### config.mk
export PLATFORM = sky130hd
export DESIGN_NAME = inst_encoder
export DESIGN_NICKNAME = d
export VERILOG_FILES = /design/src/rtl/inst_encoder_pkg.sv /design/src/rtl/inst_encoder_fifo.sv /design/src/rtl/inst_encoder.sv
export SDC_FILE = /design/constraint.sdc
export NUM_CORES = 1
export LEC_CHECK = 0
export ABC_AREA = 1
export BUFFER_PORTS_ARGS = -buffer_cell sky130_fd_sc_hd__buf_2
export CORE_AREA = 2 2 109 111
export CTS_CLUSTER_DIAMETER = 30
export CTS_CLUSTER_SIZE = 12
export DETAILED_ROUTE_END_ITERATION = 8
export DIE_AREA = 0 0 111 113
export HOLD_SLACK_MARGIN = 0.03
export PLACE_DENSITY = 0.92
export SLEW_MARGIN = 0
export SYNTH_ARGS = -nofsm -noshare
export SYNTH_HDL_FRONTEND = slang
export SYNTH_SLANG_ARGS = --single-unit
### constraint.sdc
create_clock -name clk -period 3.9 [get_ports clk]
set_input_delay 0.585 -clock clk [delete_from_list [all_inputs] [get_ports clk]]
set_output_delay 0.585 -clock clk [all_outputs]
set_load 0.01 [all_outputs]
### src/rtl/inst_encoder_pkg.sv
// Shared RV32I constants: opcodes, funct3/funct7, operation enum values, field widths.
package inst_encoder_pkg;
  localparam int DATA_W   = 32;
  localparam int REG_W    = 5;
  localparam int INST_W   = 32;
  localparam int OPENUM_W = 6;

  localparam logic [6:0] OPC_LUI    = 7'b0110111;
  localparam logic [6:0] OPC_AUIPC  = 7'b0010111;
  localparam logic [6:0] OPC_JAL    = 7'b1101111;
  localparam logic [6:0] OPC_JALR   = 7'b1100111;
  localparam logic [6:0] OPC_BRANCH = 7'b1100011;
  localparam logic [6:0] OPC_LOAD   = 7'b0000011;
  localparam logic [6:0] OPC_STORE  = 7'b0100011;
  localparam logic [6:0] OPC_OPIMM  = 7'b0010011;
  localparam logic [6:0] OPC_OP     = 7'b0110011;

  localparam logic [6:0] F7_BASE = 7'b0000000;
  localparam logic [6:0] F7_ALT  = 7'b0100000;

  localparam logic [2:0] F3_BEQ = 3'd0, F3_BNE = 3'd1, F3_BLT = 3'd4;
  localparam logic [2:0] F3_BGE = 3'd5, F3_BLTU = 3'd6, F3_BGEU = 3'd7;
  localparam logic [2:0] F3_B = 3'd0, F3_H = 3'd1, F3_W = 3'd2, F3_BU = 3'd4, F3_HU = 3'd5;
  localparam logic [2:0] F3_ADD = 3'd0, F3_SLL = 3'd1, F3_SLT = 3'd2, F3_SLTU = 3'd3;
  localparam logic [2:0] F3_XOR = 3'd4, F3_SR = 3'd5, F3_OR = 3'd6, F3_AND = 3'd7;

  localparam logic [INST_W-1:0] INST_NOP = 32'h0000_0013;

  localparam logic [OPENUM_W-1:0]
    OP_NOP = 6'd0, OP_LUI = 6'd1, OP_AUIPC = 6'd2, OP_JAL = 6'd3, OP_JALR = 6'd4,
    OP_BEQ = 6'd5, OP_BNE = 6'd6, OP_BLT = 6'd7, OP_BGE = 6'd8, OP_BLTU = 6'd9, OP_BGEU = 6'd10,
    OP_LB = 6'd11, OP_LH = 6'd12, OP_LW = 6'd13, OP_LBU = 6'd14, OP_LHU = 6'd15,
    OP_SB = 6'd16, OP_SH = 6'd17, OP_SW = 6'd18,
    OP_ADDI = 6'd19, OP_SLTI = 6'd20, OP_SLTIU = 6'd21, OP_XORI = 6'd22, OP_ORI = 6'd23,
    OP_ANDI = 6'd24, OP_SLLI = 6'd25, OP_SRLI = 6'd26, OP_SRAI = 6'd27,
    OP_ADD = 6'd28, OP_SUB = 6'd29, OP_SLL = 6'd30, OP_SLT = 6'd31, OP_SLTU = 6'd32,
    OP_XOR = 6'd33, OP_SRL = 6'd34, OP_SRA = 6'd35, OP_OR = 6'd36, OP_AND = 6'd37;

  typedef enum logic [2:0] {FMT_NOP, FMT_R, FMT_I, FMT_SH, FMT_S, FMT_B, FMT_U, FMT_J} fmt_e;

  // True when imm equals the sign-extension of imm[msb:0].
  function automatic logic imm_fits(input logic [DATA_W-1:0] imm, input int unsigned msb);
    logic [DATA_W-1:0] mask;
    mask = {DATA_W{1'b1}} << msb;
    return ((imm & mask) == '0) || ((imm & mask) == mask);
  endfunction
endpackage

### src/rtl/inst_encoder_fifo.sv
// enc_fifo: circular queue with wrapping pointers and a count; flush beats push/pop.
// Output reads as zero while empty so reset and flush leave a clean bus.
module enc_fifo #(
  parameter int W     = 33,
  parameter int DEPTH = 4
) (
  input  logic         clk,
  input  logic         rst,
  input  logic         push_i,
  input  logic [W-1:0] din_i,
  input  logic         pop_i,
  input  logic         flush_i,
  output logic [W-1:0] dout_o,
  output logic         full_o,
  output logic         empty_o
);
  localparam int AW    = (DEPTH > 1) ? $clog2(DEPTH) : 1;
  localparam int CNT_W = AW + 1;

  logic [W-1:0]     mem_q [DEPTH];
  logic [AW-1:0]    wptr_q, wptr_d, rptr_q, rptr_d;
  logic [CNT_W-1:0] count_q, count_d;
  logic             push_ok, pop_ok;

  assign full_o  = (count_q == CNT_W'(DEPTH));
  assign empty_o = (count_q == '0);
  assign push_ok = push_i & ~full_o;
  assign pop_ok  = pop_i & ~empty_o;
  assign dout_o  = empty_o ? '0 : mem_q[rptr_q];

  always_comb begin
    wptr_d  = wptr_q;
    rptr_d  = rptr_q;
    count_d = count_q;
    if (flush_i) begin
      wptr_d  = '0;
      rptr_d  = '0;
      count_d = '0;
    end else begin
      if (push_ok) wptr_d = wptr_q + 1'b1;
      if (pop_ok)  rptr_d = rptr_q + 1'b1;
      case ({push_ok, pop_ok})
        2'b10:   count_d = count_q + 1'b1;
        2'b01:   count_d = count_q - 1'b1;
        default: count_d = count_q;
      endcase
    end
  end

  always_ff @(posedge clk or posedge rst) begin
    if (rst) begin
      wptr_q  <= '0;
      rptr_q  <= '0;
      count_q <= '0;
    end else begin
      wptr_q  <= wptr_d;
      rptr_q  <= rptr_d;
      count_q <= count_d;
    end
  end

  always_ff @(posedge clk) begin
    if (push_ok && !flush_i) mem_q[wptr_q] <= din_i;
  end
endmodule

### src/rtl/inst_encoder.sv
// Encodes decoded RV32I fields into instruction words and queues them (1-cycle latency).
// INST_ENC_RANGE_CHECK_EN adds immediate range checking onto out_err.
module inst_encoder
  import inst_encoder_pkg::*;
#(
  parameter int FIFO_DEPTH = 4
) (
  input  logic                clk,
  input  logic                rst,
  input  logic                in_valid,
  output logic                in_ready,
  input  logic [OPENUM_W-1:0] in_openum,
  input  logic [REG_W-1:0]    in_rd,
  input  logic [REG_W-1:0]    in_rs1,
  input  logic [REG_W-1:0]    in_rs2,
  input  logic [DATA_W-1:0]   in_imm,
  input  logic                flush,
  output logic                out_valid,
  input  logic                out_ready,
  output logic [INST_W-1:0]   out_inst,
  output logic                out_err
);
  fmt_e              fmt;
  logic [6:0]        opc, f7;
  logic [2:0]        f3;
  logic              undef;
  logic [INST_W-1:0] enc_inst;
  logic              enc_err;
  logic              fifo_full, fifo_empty;

  always_comb begin
    fmt = FMT_NOP; opc = OPC_OPIMM; f3 = F3_ADD; f7 = F7_BASE; undef = 1'b0;
    enc_inst = INST_NOP;
    case (in_openum)
      OP_NOP:   fmt = FMT_NOP;
      OP_LUI:   begin fmt = FMT_U; opc = OPC_LUI; end
      OP_AUIPC: begin fmt = FMT_U; opc = OPC_AUIPC; end
      OP_JAL:   begin fmt = FMT_J; opc = OPC_JAL; end
      OP_JALR:  begin fmt = FMT_I; opc = OPC_JALR; end
      OP_BEQ:   begin fmt = FMT_B; opc = OPC_BRANCH; f3 = F3_BEQ; end
      OP_BNE:   begin fmt = FMT_B; opc = OPC_BRANCH; f3 = F3_BNE; end
      OP_BLT:   begin fmt = FMT_B; opc = OPC_BRANCH; f3 = F3_BLT; end
      OP_BGE:   begin fmt = FMT_B; opc = OPC_BRANCH; f3 = F3_BGE; end
      OP_BLTU:  begin fmt = FMT_B; opc = OPC_BRANCH; f3 = F3_BLTU; end
      OP_BGEU:  begin fmt = FMT_B; opc = OPC_BRANCH; f3 = F3_BGEU; end
      OP_LB:    begin fmt = FMT_I; opc = OPC_LOAD; f3 = F3_B; end
      OP_LH:    begin fmt = FMT_I; opc = OPC_LOAD; f3 = F3_H; end
      OP_LW:    begin fmt = FMT_I; opc = OPC_LOAD; f3 = F3_W; end
      OP_LBU:   begin fmt = FMT_I; opc = OPC_LOAD; f3 = F3_BU; end
      OP_LHU:   begin fmt = FMT_I; opc = OPC_LOAD; f3 = F3_HU; end
      OP_SB:    begin fmt = FMT_S; opc = OPC_STORE; f3 = F3_B; end
      OP_SH:    begin fmt = FMT_S; opc = OPC_STORE; f3 = F3_H; end
      OP_SW:    begin fmt = FMT_S; opc = OPC_STORE; f3 = F3_W; end
      OP_ADDI:  begin fmt = FMT_I; f3 = F3_ADD; end
      OP_SLTI:  begin fmt = FMT_I; f3 = F3_SLT; end
      OP_SLTIU: begin fmt = FMT_I; f3 = F3_SLTU; end
      OP_XORI:  begin fmt = FMT_I; f3 = F3_XOR; end
      OP_ORI:   begin fmt = FMT_I; f3 = F3_OR; end
      OP_ANDI:  begin fmt = FMT_I; f3 = F3_AND; end
      OP_SLLI:  begin fmt = FMT_SH; f3 = F3_SLL; end
      OP_SRLI:  begin fmt = FMT_SH; f3 = F3_SR; end
      OP_SRAI:  begin fmt = FMT_SH; f3 = F3_SR; f7 = F7_ALT; end
      OP_ADD:   begin fmt = FMT_R; opc = OPC_OP; f3 = F3_ADD; end
      OP_SUB:   begin fmt = FMT_R; opc = OPC_OP; f3 = F3_ADD; f7 = F7_ALT; end
      OP_SLL:   begin fmt = FMT_R; opc = OPC_OP; f3 = F3_SLL; end
      OP_SLT:   begin fmt = FMT_R; opc = OPC_OP; f3 = F3_SLT; end
      OP_SLTU:  begin fmt = FMT_R; opc = OPC_OP; f3 = F3_SLTU; end
      OP_XOR:   begin fmt = FMT_R; opc = OPC_OP; f3 = F3_XOR; end
      OP_SRL:   begin fmt = FMT_R; opc = OPC_OP; f3 = F3_SR; end
      OP_SRA:   begin fmt = FMT_R; opc = OPC_OP; f3 = F3_SR; f7 = F7_ALT; end
      OP_OR:    begin fmt = FMT_R; opc = OPC_OP; f3 = F3_OR; end
      OP_AND:   begin fmt = FMT_R; opc = OPC_OP; f3 = F3_AND; end
      default:  undef = 1'b1;
    endcase

    case (fmt)
      FMT_R:   enc_inst = {f7, in_rs2, in_rs1, f3, in_rd, opc};
      FMT_I:   enc_inst = {in_imm[11:0], in_rs1, f3, in_rd, opc};
      FMT_SH:  enc_inst = {f7, in_imm[4:0], in_rs1, f3, in_rd, opc};
      FMT_S:   enc_inst = {in_imm[11:5], in_rs2, in_rs1, f3, in_imm[4:0], opc};
      FMT_B:   enc_inst = {in_imm[12], in_imm[10:5], in_rs2, in_rs1, f3, in_imm[4:1], in_imm[11], opc};
      FMT_U:   enc_inst = {in_imm[31:12], in_rd, opc};
      FMT_J:   enc_inst = {in_imm[20], in_imm[10:1], in_imm[11], in_imm[19:12], in_rd, opc};
      default: enc_inst = INST_NOP;
    endcase

    enc_err = undef;
`ifdef INST_ENC_RANGE_CHECK_EN
    // The word keeps the truncated immediate; only the flag reports the overflow.
    case (fmt)
      FMT_I, FMT_S: enc_err = undef | ~imm_fits(in_imm, 11);
      FMT_B:        enc_err = undef | in_imm[0] | ~imm_fits(in_imm, 12);
      FMT_J:        enc_err = undef | in_imm[0] | ~imm_fits(in_imm, 20);
      FMT_U:        enc_err = undef | (|in_imm[11:0]);
      FMT_SH:       enc_err = undef | (|in_imm[31:5]);
      default:      enc_err = undef;
    endcase
`endif
  end

  assign in_ready  = ~fifo_full & ~flush & ~rst;
  assign out_valid = ~fifo_empty;

  enc_fifo #(.W(INST_W + 1), .DEPTH(FIFO_DEPTH)) u_fifo (
    .clk     (clk),
    .rst     (rst),
    .push_i  (in_valid & in_ready),
    .din_i   ({enc_err, enc_inst}),
    .pop_i   (out_valid & out_ready),
    .flush_i (flush),
    .dout_o  ({out_err, out_inst}),
    .full_o  (fifo_full),
    .empty_o (fifo_empty)
  );
endmodule

# After elaboration in Yosys (flattened, before gate mapping)
# Memories as Yosys holds them, arrays and structs flattened.
# Index checks and enable logic that the tools add are counted.
word_totals:
  latchBits: 0
  mem_bits_rw: 132
  word_cells: 103
  inputBits: 58
  regBits: 7
  memories: 1
  romBits: 0
mem_list:
  columns: ["memory", "words", "word_bits", "read_ports", "rd_clocked_by_memory_dff", "wr", "line_no", "source"]
  rows:
  - ["u_fifo.mem_q", 4, 33, 1, 0, 1, "inst_encoder_fifo.sv:20", "logic [W-1:0] mem_q [DEPTH];"]
classes:
  div_mod_pow: 0
  bitwise: 10
  mul: 0
  muxes: 15
  eq_ne: 47
  shifts: 0
  n_lt_le_gt_ge: 0
  add_sub_neg: 4
  n_reduce_logical: 23
op_table:
  columns: ["cell", "n"]
  rows:
  - ["one-hot mux 32 bit (7 select lines)", 1]
  - ["equality test 6 x 5 -> 1 bit, second input constant", 16]
  - ["one-hot mux 7 bit (8 select lines)", 1]
  - ["equality test 6 x 4 -> 1 bit, second input constant", 8]
  - ["one-hot mux 3 bit (7 select lines)", 2]
  - ["OR reduction 38 bit", 1]
  - ["equality test 6 bit, second input constant", 6]
  - ["2-to-1 mux 33 bit", 1]
  - ["equality test 6 x 3 -> 1 bit, second input constant", 4]
  - ["equality test 3 bit, second input constant", 5]
  - ["OR reduction 3 bit", 5]
  - ["equality test 6 x 2 -> 1 bit, second input constant", 2]
  - ["OR reduction 12 bit", 1]
  - ["OR reduction 6 bit", 2]
  - ["OR reduction 10 bit", 1]
  - ["OR reduction 5 bit", 2]
  - ["2-to-1 mux 2 bit", 4]
  - ["OR reduction 4 bit", 2]
  - ["bitwise AND 1 bit", 6]
  - ["equality test 3 x 2 -> 1 bit, second input constant", 2]
  - ["equality test 6 x 1 -> 1 bit, second input constant", 1]
  - ["zero test 6 bit", 1]
  - ["2-to-1 mux 6 bit", 1]
  - ["one-hot mux 3 bit (2 select lines)", 1]
  - ["15 further kinds", 23]

# Longest topological paths before layout
depth:
  word_depth: 9
  depth_mapped: 12
  ltp_nobuf: 10

# Cells and area by module
# From an unflattened synthesis, not the netlist that was laid out.
hier_totals:
  hier_cells: 762
  area_unflattened_um2: 7129.3
modules_own_cells:
  columns: ["mod", "cells_each", "area_per_inst_um2", "n_inst", "seq_area_each_um2"]
  rows:
  - ["enc_fifo", 455, 5630.4, 1, 4139.0]
  - ["inst_encoder", 307, 1498.9, 1, 0.0]

# Worst setup path before layout
# OpenSTA, ideal clock, no wires.
synth_timing:
  path_type: "input-to-reg"
  startpoint: "in rst"
  endpoint: "mem u_fifo.mem_q[0][10], enable pin"
  setup_slack_ns: 1.062
  n_path_buf: 0
  arrival_ns: 2.418
  cell_stages: 3
  cell_sequence: "inv_1 > nand4_1 > nor2_1"
synth_via:
  elab_chain_cells: 7
synth_lines:
  columns: ["item", "line_no", "source"]
  rows:
  - ["start, declared", "inst_encoder.sv:9", "input logic rst,"]
  - ["NOT 1 bit", "inst_encoder.sv:101", "assign in_ready = ~fifo_full & ~flush & ~rst;"]
  - ["bitwise AND 1 bit", "inst_encoder.sv:101", null]
  - ["bitwise AND 1 bit", "inst_encoder.sv:107", ".push_i (in_valid & in_ready),"]
  - ["bitwise AND 1 bit", "inst_encoder_fifo.sv:27", "assign push_ok = push_i & ~full_o;"]
  - ["logical AND 1 bit", "inst_encoder_fifo.sv:63", "if (push_ok && !flush_i) mem_q[wptr_q] <= din_i;"]
  - ["2-to-1 mux 1 bit", "inst_encoder_fifo.sv:63", null]
  - ["2-to-1 mux 1 bit (not written as such)", "inst_encoder_fifo.sv:63", null]
  - ["end, declared", "inst_encoder_fifo.sv:20", null]
# Every way passes these cells.

# Final worst setup path
layout_timing:
  startpoint: "reg u_fifo.rptr_q[0]"
  endpoint: "out out_inst[31]"
layout_via:
  elab_chain_cells: 2
layout_lines:
  columns: ["item", "line_no", "source"]
  rows:
  - ["start, declared", "inst_encoder_fifo.sv:21", "logic [AW-1:0] wptr_q, wptr_d, rptr_q, rptr_d;"]
  - ["start signal, assigned", "inst_encoder_fifo.sv:57", "rptr_q <= rptr_d;"]
  - ["memory (4 x 33 bit)", null, null]
  - ["2-to-1 mux 33 bit", "inst_encoder_fifo.sv:29", "assign dout_o = empty_o ? '0 : mem_q[rptr_q];"]
  - ["end, declared", "inst_encoder.sv:20", "output logic [INST_W-1:0] out_inst,"]
# Every way passes these cells.

==> flow_summary.ini <==
[synthesis]
ys.flop_type = edfxtp_1
synth.distinct_cells = 38
ys_seq_elements = 131
syn-instance-count = 733
syn-num-nets = 796
avgSynthCellArea_um2 = 9.12
yosysWarnings = 0
synth_edf_count = 124
async_flop_share_pct = 5.34
yosysSeqAreaShare_pct = 58.3
synthesis.area_um2 = 6690

[routing]
routed_via_density = 6.09
final_antenna_net_count = 0
drcViolationCount = 0
drt-pass1-iter-count = 6
wl_per_cell_um = 18.5
dr.first_iter.drc_count = 883
vias = 5908
drt-total-wl_mm = 18.0

[critical_path]
critical_path_peak_fanout = 28
end_kind = output port
required_ps = 3310
worstPathArrival_ps = 2380
r2r_setup_slack_ps = 1480
startpoint_type = flop
r2r-start = u_fifo.count_q[1]
reg2reg_to = u_fifo.count_q[2]
reg2reg_depth = 10
worstSetupPathType = reg -> out

[run]
drv_cap = 0

[die]
std_cell_rows = 39
die_w_um = 111
initial_core_util_pct = 59.3
core_um2 = 11300
die-area_um2 = 12500
die_h_um = 113
io_pins = 93

[clock_tree]
cts_tree = done
cts_resized = 0
h-tree-depth = 4
cts.sinks = 131
post_cts_buffers = 0
hold_buffers = 0
clockBufferDepth = 2
cts-buffers-inserted = 17
root_buffer = clkbuf_16
worstSkewPairLatency_ps = 410
clk_pin_slew_worst_paths_ps = 50

[pwr]
intPower_mw = 2.79
switchingPower_mw = 1.02
pwr-share-seq_pct = 42.5
max-vdd-ir-drop_v = 0.000229
clkPwrFrac_pct = 39.5
p_per_area_nw_per_um2 = 489
leakage_nw = 3.31
comb_power_share_pct = 18.1
power_mw = 3.81
switching_share_pct = 26.9

[timing]
post-route-period-util_pct = 76.0
tns_ps = 0
fin_ws_ps = 935
setup-violations-final = 0
drv_slew = 0
fin_worst_skew_ps = 6.90
max_slew_margin_pct = 42.4
hold_viol = 0
max_freq_mhz = 337
tightest_slew_ps = 862
rsz0062_at_grt = false
min_period_ps = 2960

[grt]
grt_max_degree = 64
antenna_found_initial = 1
track_usage_pct = 28.7
grt_pass1_vias = 5699
overflow = 0
grt_pass1_wl_mm = 27.9

[placement]
dp_hpwl_mm = 10.6
io_buffers = 92
place.gp.congestion = 0.954
pre_cts_ws_ps = 1190

[final_layout]
drive_gt1_share_pct = 18.8
syn_to_final_growth_pct = 16.4
design.final.nets = 880

[worst_hold_path]
hold_class = in -> async

[outcome]
status = complete, no violations
[power groups by stage]
stage / logic (mW) / clock network [mW] / registers (mW)
final: 0.688 / 1.50 / 1.62
after global routing: 0.750 / 1.56 / 1.62
after CTS: 0.675 / 1.50 / 1.62
after detailed placement: 0.661 / 0 / 1.64
after global placement: 0.643 / 0 / 1.64
after floorplan: 0.424 / 0 / 1.64
[metal layers]
layer	routed length, um	track usage [%]
met1	6340	34.6
met4	682	16.1
met5	0	0
met2	8750	47.1
met3	2210	8.09
[logic make-up after synthesis]
logic type,synth area share [%]
flops,58.3
xor+xnor,0.262
buf+inv,5.18
simple gates,23.5
fa+ha+maj,1.05
compound gates,11.7
[critical path, stage by stage (launching register included)]
cell,delay (ps)
dfrtp_2,390
inv_1,610
buf_4,320
o21ai_0,120
a21oi_1,320
buf_2,200
[Yosys cell counts (4+ instances only)]
cell type  instances  area [um2]
inv_2              5        18.8
nand4_1            6        37.5
o21ai_0           93         465
nand3_1           57         285
nand2_1          113         424
a21oi_1           38         190
edfxtp_1         124        3720
and2_0             4        25.0
dfrtp_1            7         175
buf_2              4        20.0
inv_1             37         139
nor2_1           164         616
ha_1               4        50.1
a22oi_1            7        52.6
buf_4              8        60.1
clkbuf_1          21        78.8
nor2_2             7        43.8
o21a_1             5        37.5
[layout by cell type, fill, tap and decap left out, types with 2 or more instances in the layout]
cell type / instances
nor3_1: 2
nand3_2: 2
nor2_4: 3
clkinv_1: 3
and2_0: 4
clkinv_2: 3
ha_1: 4
o21a_1: 5
edfxtp_1: 124
bufinv_16: 3
o21ai_0: 93
nand4_1: 6
a21oi_1: 38
buf_4: 10
buf_2: 92
inv_1: 37
inv_2: 5
nor3_2: 2
nor2_2: 11
a22oi_1: 7
nor2_1: 160
nand3_1: 57
clkbuf_1: 2
nand2_2: 3
clkbuf_16: 17
dfrtp_1: 6
nand2_1: 113
[cell type report]
cell class / count / area [um2]
timing repair buffer: 102 / 536
sequential: 131 / 3900
antenna: 1 / 2.50
multi-input combinational: 523 / 2460
tap: 143 / 179
fill: 782 / 3490
clock buffer: 19 / 433
inverter: 42 / 158
clock inverter: 9 / 116
[flip-flops by register name, indices dropped and copies added (netlist names)]
signal and count:
u_fifo.wptr_q 2, u_fifo.rptr_q 2, u_fifo.count_q 3, u_fifo.mem_q 124
[through the flow]
stage / util, % / instances / cell area [um2] / hold WS [ps]
floorplan: - / 733 / 6690 / 397
global placement: 64.1 / 941 / 7230 / 541
detailed placement: 64.1 / 941 / 7230 / 544
CTS: 69.0 / 969 / 7780 / 112
global route: 69.0 / 970 / 7780 / 131
finish: 69.0 / 970 / 7780 / 119
[worst max-delay path by stage]
stage	start	end	slack [ps]	cells after the start
floorplan	rst	u_fifo.mem_q[0][10]	1060	3
detailed placement	in_openum[5]	u_fifo.mem_q[2][18]	1190	9
finish	u_fifo.rptr_q[0]	out_inst[31]	940	5
global placement	in_openum[5]	u_fifo.mem_q[2][18]	1290	9
CTS	u_fifo.rptr_q[0]	out_inst[31]	920	5
global route	u_fifo.rptr_q[0]	out_inst[31]	850	5
Power figures use the tool's default switching activity.
